File: src/rtl/shift_right_sequencer.sv
// Sequences a 1-bit right-shift stage to perform an N-position shift of an operand.
// Supports logical, arithmetic and rotate fill; reports last bit out and a sticky OR.
module shift_right_sequencer #(
    parameter int WIDTH = 8,
    parameter int AMT_W = 4
) (
    input  logic             clk,
    input  logic             rst_n,
    input  logic             start,
    input  logic [WIDTH-1:0] din,
    input  logic [AMT_W-1:0] amount,
    input  logic [1:0]       mode,
    output logic             busy,
    output logic             done,
    output logic [WIDTH-1:0] dout,
    output logic             cout,
    output logic             sticky
);

    typedef enum logic [1:0] {
        S_IDLE  = 2'd0,
        S_SHIFT = 2'd1,
        S_DONE  = 2'd2
    } state_t;

    state_t             r_state;
    state_t             w_next;
    logic [WIDTH-1:0]   r_shreg;
    logic [AMT_W-1:0]   r_cnt;
    logic [1:0]         r_mode;
    logic               r_cout;
    logic               r_sticky;
    logic               w_accept;
    logic               w_fill;

    assign w_accept = start && ((r_state == S_IDLE) || (r_state == S_DONE));

    always_ff @(posedge clk or negedge rst_n) begin
        if (!rst_n) begin
            r_state <= S_IDLE;
        end else begin
            r_state <= w_next;
        end
    end

    always_comb begin
        w_next = r_state;
        case (r_state)
            S_IDLE, S_DONE: begin
                if (w_accept) begin
                    w_next = (amount == '0) ? S_DONE : S_SHIFT;
                end else begin
                    w_next = S_IDLE;
                end
            end
            S_SHIFT: begin
                if (r_cnt == AMT_W'(1)) begin
                    w_next = S_DONE;
                end
            end
            default: w_next = S_IDLE;
        endcase
    end

    // Mode 2'b11 falls through to logical fill.
    always_comb begin
        w_fill = 1'b0;
        case (r_mode)
            2'b01:   w_fill = r_shreg[WIDTH-1];
            2'b10:   w_fill = r_shreg[0];
            default: w_fill = 1'b0;
        endcase
    end

    always_ff @(posedge clk or negedge rst_n) begin
        if (!rst_n) begin
            r_shreg  <= '0;
            r_cnt    <= '0;
            r_mode   <= 2'b00;
            r_cout   <= 1'b0;
            r_sticky <= 1'b0;
        end else if (w_accept) begin
            r_shreg  <= din;
            r_cnt    <= amount;
            r_mode   <= mode;
            r_cout   <= 1'b0;
            r_sticky <= 1'b0;
        end else if (r_state == S_SHIFT) begin
            r_shreg  <= {w_fill, r_shreg[WIDTH-1:1]};
            r_cout   <= r_shreg[0];
            r_sticky <= r_sticky | r_shreg[0];
            r_cnt    <= r_cnt - AMT_W'(1);
        end
    end

    assign busy   = (r_state == S_SHIFT);
    assign done   = (r_state == S_DONE);
    assign dout   = r_shreg;
    assign cout   = r_cout;
    assign sticky = r_sticky;

endmodule

File: config.mk
export PLATFORM = sky130hd
export DESIGN_NAME = shift_right_sequencer
export DESIGN_NICKNAME = d
export VERILOG_FILES = /design/src/rtl/shift_right_sequencer.sv
export SDC_FILE = /design/constraint.sdc
export NUM_CORES = 1
export LEC_CHECK = 0
export ABC_AREA = 1
export CAP_MARGIN = 5
export CORE_ASPECT_RATIO = 0.6
export CORE_MARGIN = 2
export CORE_UTILIZATION = 40
export CTS_CLUSTER_DIAMETER = 80
export DETAILED_ROUTE_END_ITERATION = 12
export PLACE_DENSITY = 0.71
export SLEW_MARGIN = 10
export SYNTH_ARGS = -nofsm -noshare
export SYNTH_HDL_FRONTEND = slang
export SYNTH_SLANG_ARGS = --single-unit
File: constraint.sdc
create_clock -name clk -period 1.1 [get_ports clk]
set_input_delay 0.22 -clock clk [delete_from_list [all_inputs] [get_ports clk]]
set_output_delay 0.22 -clock clk [all_outputs]
set_load 0.01 [all_outputs]
# Word level (Yosys, flattened, before mapping)
# Cells that the tools add are included.
totals:
  regBits: 18
  inputBits: 17
  out_inout_bits: 12
  wordCells: 36
op_classes:
  add_sub_neg: 1
  eq_ne: 7
  n_mux: 13
  n_bitwise: 1
  n_reduce_logical: 7
op_table:
  columns: ["op", "count"]
  rows:
  - ["8-bit 2-to-1 mux", 2]
  - ["4-bit 2-to-1 mux", 2]
  - ["2-bit 2-to-1 mux", 3]
  - ["2-bit by 1-bit equality test with 1-bit output (second input constant)", 2]
  - ["2-bit equality test (second input constant)", 2]
  - ["4-bit by 1-bit equality test with 1-bit output (second input constant)", 1]
  - ["4-bit zero test", 1]
  - ["1-bit 2-to-1 mux", 4]
  - ["2-bit one-hot mux with 2 select lines", 1]
  - ["4-bit by 1-bit subtractor with 4-bit output (second input constant)", 1]
  - ["2-bit zero test", 1]
  - ["2-bit by 1-bit != test with 1-bit output (second input constant)", 1]
  - ["2-bit != test (second input constant)", 1]
  - ["1-bit one-hot mux with 2 select lines", 1]
  - ["2-bit AND reduction", 1]
  - ["2-bit nonzero test", 1]
  - ["2-bit OR reduction", 1]
  - ["1-bit logical AND", 1]
  - ["1-bit logical OR", 1]
  - ["1-bit OR", 1]

# Logic depth before layout (Yosys ltp)
# Gate-level depths: netlist of the first run.
logic_depth:
  depth_word: 5
  mapped_depth: 7
  ltp_nobuf: 7

# Worst setup path after synthesis of the first run
# OpenSTA, ideal clock, no wires.
synth_path:
  kind: "register -> register"
  startpoint: "reg r_cnt[0]"
  endpoint: "reg r_cnt[1]"
  setup_ns: 0.068
  t_arrival_ns: 1.043
  t_required_ns: 1.032
  slack_ns: -0.012
  stages_incl_launch_ff: 5
  path_buffers: 0
  period_less_slack_ns: 1.112
  cell_sequence: "dfrtp_1 inv_1 ha_1 or2_2 nand3_1"
synth_between:
  elab_chain_len: 3
synth_rtl:
  columns: ["element", "line_no", "text"]
  rows:
  - ["from (decl)", "29", "logic [AMT_W-1:0] r_cnt;"]
  - ["from (signal assigned)", "84", "r_cnt <= amount;"]
  - ["from (signal assigned)", "92", "r_cnt <= r_cnt - AMT_W'(1);"]
  - ["4-bit by 1-bit subtractor with 4-bit output", "92", null]
  - ["4-bit 2-to-1 mux", "88", "end else if (r_state == S_SHIFT) begin"]
  - ["4-bit 2-to-1 mux", "82", "end else if (w_accept) begin"]
# Every way passes these cells. The select of a mux whose other input is x is not followed.
# A chain may end at the register's enable or synchronous reset.

# Worst setup path in the final report of the first run
layout_path:
  startpoint: "reg r_state[1]"
  endpoint: "out busy"
layout_between:
  elab_chain_len: 1
layout_rtl:
  columns: ["element", "line_no", "text"]
  rows:
  - ["from (decl)", "26", "state_t r_state;"]
  - ["from (signal assigned)", "42", "r_state <= w_next;"]
  - ["2-bit by 1-bit equality test with 1-bit output", "96", "assign busy = (r_state == S_SHIFT);"]
  - ["to (decl)", "13", "output logic busy,"]
# Every way passes these cells.

==> impl_metrics.csv, run 1 <==
group,metric,value,unit
run_status,status,"complete, but fails checks",
run_status,violations,"negative setup slack",
pwr,ir_drop,1210,uV
critical_path,crit_type,"reg2out",
placed_design,place_congestion,0.805,
global_routing,grt_pass1_wl,3610,um
finish,post-route-util,0.646,
pwr,p_comb_frac,0.557,
pwr,swShare,0.403,
clocking,clk_pin_slew_worst_paths,0.07,ns
synth,synth.net_count,138,
finish,drive_gt1_frac,0.295,
clocking,cts_tree,"done",
floorplan,io_pins,29,
finish,area_growth,53.0,%
clocking,clock_sink_count,18,
floorplan,core-area,2150,um^2
critical_path,worstPathMaxFanout,2,
pwr,p_int,0.00233,W
finish,design_area,1390,um^2
synth,ys_seq_elements,18,
timing,setup_violations,1,
synth,synth_area,906,um^2
timing,rsz0062_at_grt,"true",
global_routing,antenna_found_initial,0,
finish,final_common_cell,"nand2_1",
finish,final_cell_mix,"nand2_1, dfrtp_1, clkdlybuf4s50_1, buf_4, nand3_1",
clocking,holdBufCountCts,0,
drt,totalWireLength,2240,um
timing,min_period_over_period,1.03,
pwr,clkPwrFrac,0.140,
timing,finalMaxSlewViolations,0,
drt,vias,893,
hold_path,hold_path.class,"in2async",
drt,dr.pass1.iters,4,
timing,slew_headroom,0.891,
timing,setup_ws,-0.0324,ns
synth,yosysTopAreaCell,"dfrtp_1",
synth,synth.distinct_cells,16,
synth,ys.warnings.count,0,
synth,synth.avg_cell_area,7.61,um^2
synth,synth_area_leaders,"dfrtp_1, nand2_1, nand3_1, inv_1, nor2_1",
global_routing,first_global_vias,877,
critical_path,endpoint_kind,"primary output",
floorplan,start_util,0.422,
finish,fin_nets,186,
floorplan,dieHeight,40.9,um
synth,synth_top_area_frac,0.497,
global_routing,grt_max_degree,19,
synth,synth_seq_area_share,0.497,
clocking,h-tree-depth,1,
timing,hold_slack,0.309,ns
clocking,cts-root-buf,"clkbuf_8",
floorplan,core.rowCount,13,
placed_design,portBuffers,28,
placed_design,dp_hpwl,1680,um
floorplan,die_area,2670,um^2
pwr,leakagePower,0.737,nW
global_routing,grt_overflow,0,
drt,drtIter0Drc,34,
timing,tightest_slew,0.163,ns
floorplan,die_w,65.4,um
pwr,p_seq_frac,0.303,
timing,fmax,883,MHz
drt,wire_per_inst,11.4,um
clocking,clock_path_buffers,2,
timing,fin_crit,1.13,ns
global_routing,grt.total_usage,0.187,
synth,netlist_instances,119,
drt,routed_via_density,4.56,
clocking,insertion_delay,0.25,ns
critical_path,cp-start-kind,"flop",
placed_design,pre_cts_slack,-0.203,ns
finish,num_antenna_cells,0,
drt,drc,0,
flow_run,max_cap_viol_count,0,
drt,ant_nets,0,
timing,finalHoldViolations,0,
finish,nFillCells,200,
pwr,p_total,0.00390,W
pwr,p_per_area,2810,nW/um^2
placed_design,place_area,1330,um^2
timing,finClkSkew,0.000398,ns
critical_path,worstPathArrival,0.91,ns
pwr,p_sw,0.00157,W
critical_path,cp.required,0.88,ns
clocking,cts_inserted_buffers,3,
cell families (layout without fill, tap and decap cells):
family / Yosys count / after routing / share of synthesized area
xor+xnor: 1 / 1 / 0.00967
simple gates: 79 / 79 / 0.361
compound gates: 4 / 4 / 0.0221
buf+inv: 15 / 62 / 0.0829
fa+ha+maj: 2 / 2 / 0.0276
flops: 18 / 18 / 0.497
stage by stage:
stage          TNS (ns)  instances
5_1_grt          -0.409        196
3_3_place_gp      -2.81        191
3_5_place_dp      -3.25        191
6_report        -0.0324        196
4_1_cts         -0.0387        196
2_1_floorplan         0        119
final timing paths:
check / start / cells past startpoint / slack, ns / endpoint
worst min register to register: cout / 2 / 0.48 / cout
worst max-delay path: r_state[1] / 4 / -0.03 / busy
min in group clk: cout / 2 / 0.48 / cout
worst max register to register: r_state[1] / 7 / 0.05 / r_cnt[2]
worst min-delay path: rst_n / 2 / 0.31 / r_cnt[3]
max in group asynchronous: rst_n / 2 / 0.66 / r_cnt[0]
worst max-delay path, stage by stage (launching register included):
cell,delay [ns]
dfrtp_1,0.37
inv_2,0.06
nand2_2,0.05
inv_2,0.08
buf_6,0.10
repair_timing:
action | 4_1_cts | 5_1_grt
resized for setup | 41 | 17
gates cloned | 0 | 0
setup buffers | 1 | 0
endpoints found under the setup margin | 19 | 25
pin swaps | 1 | 1
Yosys cell counts (all sizes together):
library cell  number
a21oi              2
buf                3
dfrtp             18
ha                 2
inv               12
nand2             57
nand3             14
nor2               7
o21ai              2
or2                1
xor2               1
area by class of cell:
class | count | area [um^2] | area share
Timing Repair Buffer | 46 | 378 | 0.273
Inverter | 12 | 50.0 | 0.0361
Sequential cell | 18 | 450 | 0.325
Multi-Input combinational cell | 86 | 415 | 0.300
Clock buffer | 4 | 55.1 | 0.0397
Tap cell | 30 | 37.5 | 0.0271
power groups by stage:
stage / Combinational, W / Sequential [W] / Clock [W]
finish: 0.00217 / 0.00118 / 0.000544
global route: 0.00244 / 0.00123 / 0.000600
CTS: 0.00214 / 0.00118 / 0.000561
detailed placement: 0.00214 / 0.00118 / 0
global placement: 0.00209 / 0.00117 / 0
floorplan: 0.00103 / 0.00127 / 0
flip-flops by register name (all words and copies together), names as in the netlist:
register / count
sticky: 1
r_cnt: 4
cout: 1
r_mode: 2
r_state: 2
dout: 8
layer usage:
layer	wire length, um	GRT usage	vias to the layer above
li1	-	-	459
met1	1060	0.227	406
met2	1060	0.347	26
met3	119	0.0495	2
met4	7	0.0469	0
met5	0	0	-
(Power assumes the default switching activity.)
==> inputs of run 2 (changes only) <==
--- a/config.mk
+++ b/config.mk
@@ -6,13 +6,14 @@
 export NUM_CORES = 1
 export LEC_CHECK = 0
 export ABC_AREA = 1
+export ABC_CLOCK_PERIOD_IN_PS = 1400
 export CAP_MARGIN = 5
-export CORE_ASPECT_RATIO = 0.6
 export CORE_MARGIN = 2
-export CORE_UTILIZATION = 40
+export CORE_UTILIZATION = 45
+export CTS_BUF_LIST = sky130_fd_sc_hd__clkbuf_4
 export CTS_CLUSTER_DIAMETER = 80
 export DETAILED_ROUTE_END_ITERATION = 12
-export PLACE_DENSITY = 0.71
+export PLACE_DENSITY = 0.75
 export SLEW_MARGIN = 10
 export SYNTH_ARGS = -nofsm -noshare
 export SYNTH_HDL_FRONTEND = slang
==> constraint.sdc (replaced) <==
create_clock -name clk -period 1.4 [get_ports clk]
set_input_delay 0.28 -clock clk [delete_from_list [all_inputs] [get_ports clk]]
set_output_delay 0.28 -clock clk [all_outputs]
set_load 0.01 [all_outputs]
==> impl_metrics.csv, run 2 (synthesis gave the netlist of run 1 again) <==
group,metric,value,unit
run_status,status,"completed",
finish,fin_nets,174,
global_routing,first_global_vias,809,
placed_design,place_congestion,0.787,
floorplan,die_w,48.9,um
drt,dr.pass1.iters,4,
placed_design,dp_cells,176,
critical_path,cp-start-kind,"flop",
global_routing,antenna_found_initial,0,
placed_design,dp_hpwl,1540,um
placed_design,portBuffers,28,
clocking,h-tree-depth,1,
clocking,holdBufCountCts,0,
clocking,cts_tree,"done",
timing,slew_headroom,0.849,
drt,vias,864,
drt,totalWireLength,2040,um
floorplan,core-area,1920,um^2
critical_path,startpoint,"dout[0]",
timing,fin_crit,1.31,ns
timing,finClkSkew,0.00639,ns
clocking,clock_sink_count,18,
floorplan,dieHeight,48.9,um
finish,regArea,450,um^2
critical_path,cp_top_family,"flip-flops",
drt,wl_met2,1020,um
clocking,insertion_delay,0.29,ns
clocking,cts-root-buf,"clkbuf_4",
timing,hold_slack,0.296,ns
drt,routed.top_layer,"met4",
finish,area_growth,37.3,%
clocking,clock_path_buffers,2,
timing,finalMaxSlewViolations,0,
critical_path,cp.required,1.12,ns
critical_path,path_buf_inv,1,
finish,num_antenna_cells,0,
floorplan,core.rowCount,16,
finish,multi_input_area,380,um^2
drt,drc,0,
timing,finalHoldViolations,0,
timing,rsz0062_at_grt,"false",
finish,largest_reg_flops,8,
flow_run,max_cap_viol_count,0,
floorplan,io_pins,29,
drt,ant_nets,0,
pwr,ir_drop,1150,uV
critical_path,crit_slowest_cell,"dfrtp_1",
finish,nFillCells,190,
critical_path,reg2reg_from,"r_cnt[0]",
timing,min_period_over_period,0.933,
timing,tightest_slew,0.226,ns
timing,tns,0,ns
drt,dr_wl_met3,116,um
global_routing,grt_overflow,0,
pwr,leakagePower,0.670,nW
critical_path,worstPathArrival,1.03,ns
floorplan,start_util,0.471,
clocking,clk_pin_slew_worst_paths,0.11,ns
critical_path,crit_chain,"dlygate4sd2_1",
pwr,p_total,0.00252,W
timing,fmax,765,MHz
drt,wire_per_inst,11.2,um
global_routing,grt.total_usage,0.190,
critical_path,crit_type,"reg2out",
critical_path,worstPathMaxFanout,4,
floorplan,die_area,2390,um^2
critical_path,critPathMaxStageDelay,0.43,ns
drt,routed_via_density,4.77,
finish,final_cell_mix,"nand2_1, dfrtp_1, clkdlybuf4s50_1, nand3_1, dlygate4sd2_1",
clocking,cts_inserted_buffers,3,
hold_path,hold_path.class,"in2async",
finish,final_cells,181,
drt,m1WireLength,886,um
global_routing,grt_pass1_wl,3510,um
finish,final_common_cell,"nand2_1",
timing,setup_violations,0,
pwr,p_per_area,2030,nW/um^2
finish,drive_gt1_frac,0.104,
global_routing,grt_max_degree,19,
critical_path,endpoint_kind,"primary output",
drt,drtIter0Drc,11,
## run 2: cell count changes in the layout (fill, tap and decap cells not counted), sizes merged
| cell | change |
|---|---|
| clkdlybuf4s15 | +1 |
| buf | -19 |
| dlygate4sd2 | +10 |
| clkinv | +1 |
| clkbuf | -5 |
## run 2: area by class of cell
type | count | area share
clock buffer | 3 | 0.0181
multi-input combinational | 86 | 0.306
timing repair buffer | 34 | 0.247
sequential | 18 | 0.362
clock inverter | 1 | 0.00302
inverter | 12 | 0.0362
tap | 27 | 0.0272
## run 2: report_power, final
group	internal, W	switching [W]	total (W)
clock	0.000104	0.000163	0.000267
combinational	0.000566	0.000736	0.00130
sequential	0.000770	0.000186	0.000955
## run 2: final timing paths
check	cells after the start	endpoint	slack (ns)
worst max register to register	4	r_cnt[1]	0.19
min in group clk	2	cout	0.51
worst min-delay path	2	r_cnt[2]	0.30
max in group asynchronous	2	dout[7]	0.91
worst max-delay path	1	dout[0]	0.09
worst min register to register	2	cout	0.51
## run 2: what timing repair did
item | 4_1_cts | 5_1_grt
pin swaps | 0 | 0
setup endpoints to repair | 12 | 2
setup buffers | 1 | 0
resized for setup | 13 | 2
## run 2: layer usage
metal | up-vias | track usage
li1 | 433 | -
met1 | 397 | 0.253
met2 | 32 | 0.317
met3 | 2 | 0.0429
met4 | 0 | 0.0429
met5 | - | 0
## run 2: metrics by stage
stage                     setup slack [ns]  area (um^2)   util
final                               0.0936         1240  0.647
after global routing               0.00268         1240  0.647
after CTS                         0.000695         1250  0.649
after detailed placement            0.0287         1230  0.639
after global placement              0.0261         1230  0.639
after floorplan                      0.288          906      -
==> inputs of run 3 (changes only) <==
--- a/config.mk
+++ b/config.mk
@@ -9,11 +9,11 @@
 export ABC_CLOCK_PERIOD_IN_PS = 1400
 export CAP_MARGIN = 5
 export CORE_MARGIN = 2
-export CORE_UTILIZATION = 45
+export CORE_UTILIZATION = 50
 export CTS_BUF_LIST = sky130_fd_sc_hd__clkbuf_4
 export CTS_CLUSTER_DIAMETER = 80
 export DETAILED_ROUTE_END_ITERATION = 12
-export PLACE_DENSITY = 0.75
+export PLACE_DENSITY = 0.83
 export SLEW_MARGIN = 10
 export SYNTH_ARGS = -nofsm -noshare
 export SYNTH_HDL_FRONTEND = slang
==> impl_metrics.csv, run 3 (synthesis gave the netlist of run 1 again) <==
group,metric,value,unit
global_routing,grt_max_degree,19,
critical_path,cp-start-kind,"flop",
critical_path,cp.required,1.12,ns
finish,fin_nets,176,
finish,final_cell_mix,"nand2_1, dfrtp_1, clkdlybuf4s50_1, nand3_1, dlygate4sd2_1",
placed_design,portBuffers,28,
drt,ant_nets,0,
global_routing,first_global_vias,822,
finish,post-route-util,0.747,
timing,setup_violations,0,
drt,vias,861,
floorplan,start_util,0.530,
critical_path,reg2reg_depth,4,
critical_path,worstPathMaxFanout,2,
global_routing,grt_overflow,0,
floorplan,die_area,2170,um^2
placed_design,place_area,1240,um^2
placed_design,dp_hpwl,1530,um
drt,drtIter0Drc,20,
timing,finClkSkew,0.00674,ns
timing,slew_headroom,0.840,
drt,drc,0,
finish,design_area,1270,um^2
drt,totalWireLength,2150,um
finish,largest_reg_flops,8,
timing,finalHoldViolations,0,
placed_design,place_congestion,0.854,
finish,final_common_cell,"nand2_1",
clocking,h-tree-depth,1,
timing,fmax,742,MHz
critical_path,endpoint,"done",
hold_path,hold_path.class,"in2async",
drt,routed_via_density,4.76,
finish,area_growth,40.7,%
critical_path,startpoint,"r_state[1]",
run_status,status,"completed",
floorplan,dieHeight,46.6,um
floorplan,io_pins,29,
clocking,clk_pin_slew_worst_paths,0.11,ns
floorplan,die_w,46.6,um
timing,finalMaxSlewViolations,0,
finish,final_cells,181,
finish,num_antenna_cells,0,
critical_path,reg2reg_slack,0.19,ns
drt,dr.pass1.iters,4,
global_routing,antenna_found_initial,0,
clocking,clock_path_buffers,2,
clocking,holdBufCountCts,0,
floorplan,core-area,1710,um^2
floorplan,core.rowCount,15,
timing,min_period_over_period,0.963,
critical_path,endpoint_kind,"primary output",
critical_path,crit_type,"reg2out",
clocking,insertion_delay,0.30,ns
clocking,clock_sink_count,18,
clocking,cts_tree,"done",
critical_path,r2r_end,"r_cnt[1]",
drt,wire_per_inst,11.9,um
timing,fin_crit,1.35,ns
critical_path,worstPathArrival,1.07,ns
flow_run,max_cap_viol_count,0,
global_routing,grt_pass1_wl,3310,um
global_routing,grt.total_usage,0.219,
placed_design,dp_cells,174,
pwr,ir_drop,993,uV
finish,drive_gt1_frac,0.135,
timing,tightest_slew,0.240,ns
clocking,cts_inserted_buffers,3,
timing,rsz0062_at_grt,"false",
pwr,p_per_area,2060,nW/um^2
pwr,leakagePower,0.682,nW
clocking,cts-root-buf,"clkbuf_4",
critical_path,reg2reg_from,"r_cnt[0]",
==> run 3: how the worst min path moves through the flow <==
stage | from | endpoint | slack [ns]
6_report | rst_n | r_state[0] | 0.30
2_1_floorplan | rst_n | cout | -0.02
3_5_place_dp | cout | cout | 0.48
5_1_grt | rst_n | r_cnt[1] | 0.31
3_3_place_gp | cout | cout | 0.46
4_1_cts | rst_n | r_cnt[1] | 0.29
==> run 3: critical path, cell delays in order (launching register included) <==
cell and delay, ns:
dfrtp_1 0.35, inv_1 0.06, nor2_2 0.13, clkdlybuf4s15_2 0.23
==> run 3: what timing repair did <==
item / 4_1_cts / 5_1_grt
pin swaps: 0 / 1
endpoints found under the setup margin: 12 / 2
resized for setup: 15 / 3
cloned: 0 / 0
buffers inserted: 3 / 0
==> run 3: report_power, final <==
part / leakage, nW / total (W) / switching (W) / internal, W
Combinational: 0.444 / 0.00141 / 0.000782 / 0.000629
Sequential: 0.222 / 0.000946 / 0.000177 / 0.000770
Clock: 0.0154 / 0.000270 / 0.000166 / 0.000104
Total: 0.682 / 0.00263 / 0.00113 / 0.00150
==> run 3: per-layer routing <==
| layer | up-vias | share of wire | track usage |
|---|---|---|---|
| li1 | 437 | - | - |
| met1 | 390 | 0.42 | 0.244 |
| met2 | 26 | 0.50 | 0.389 |
| met3 | 8 | 0.047 | 0.0353 |
| met4 | 0 | 0.033 | 0.126 |
| met5 | - | 0 | 0 |
==> run 3: metrics by stage <==
| step | power, W | worst slack (ns) | setup TNS [ns] | hold slack [ns] |
|---|---|---|---|---|
| 2_1_floorplan | 0.00181 | 0.288 | 0 | -0.0156 |
| 3_3_place_gp | 0.00235 | 0.0266 | 0 | 0.457 |
| 3_5_place_dp | 0.00239 | 0.0131 | 0 | 0.477 |
| 4_1_cts | 0.00263 | -0.00722 | -0.00722 | 0.295 |
| 5_1_grt | 0.00286 | 0.0196 | 0 | 0.310 |
| 6_report | 0.00263 | 0.0520 | 0 | 0.298 |
==> run 3: final cells by class <==
cell class / instances / area (um^2)
clock buffer: 3 / 22.5
tap: 25 / 31.3
fill: 135 / 433
clock inverter: 1 / 3.75
sequential: 18 / 450
timing repair buffer: 36 / 337
inverter: 12 / 45.0
multi-input combinational: 86 / 385
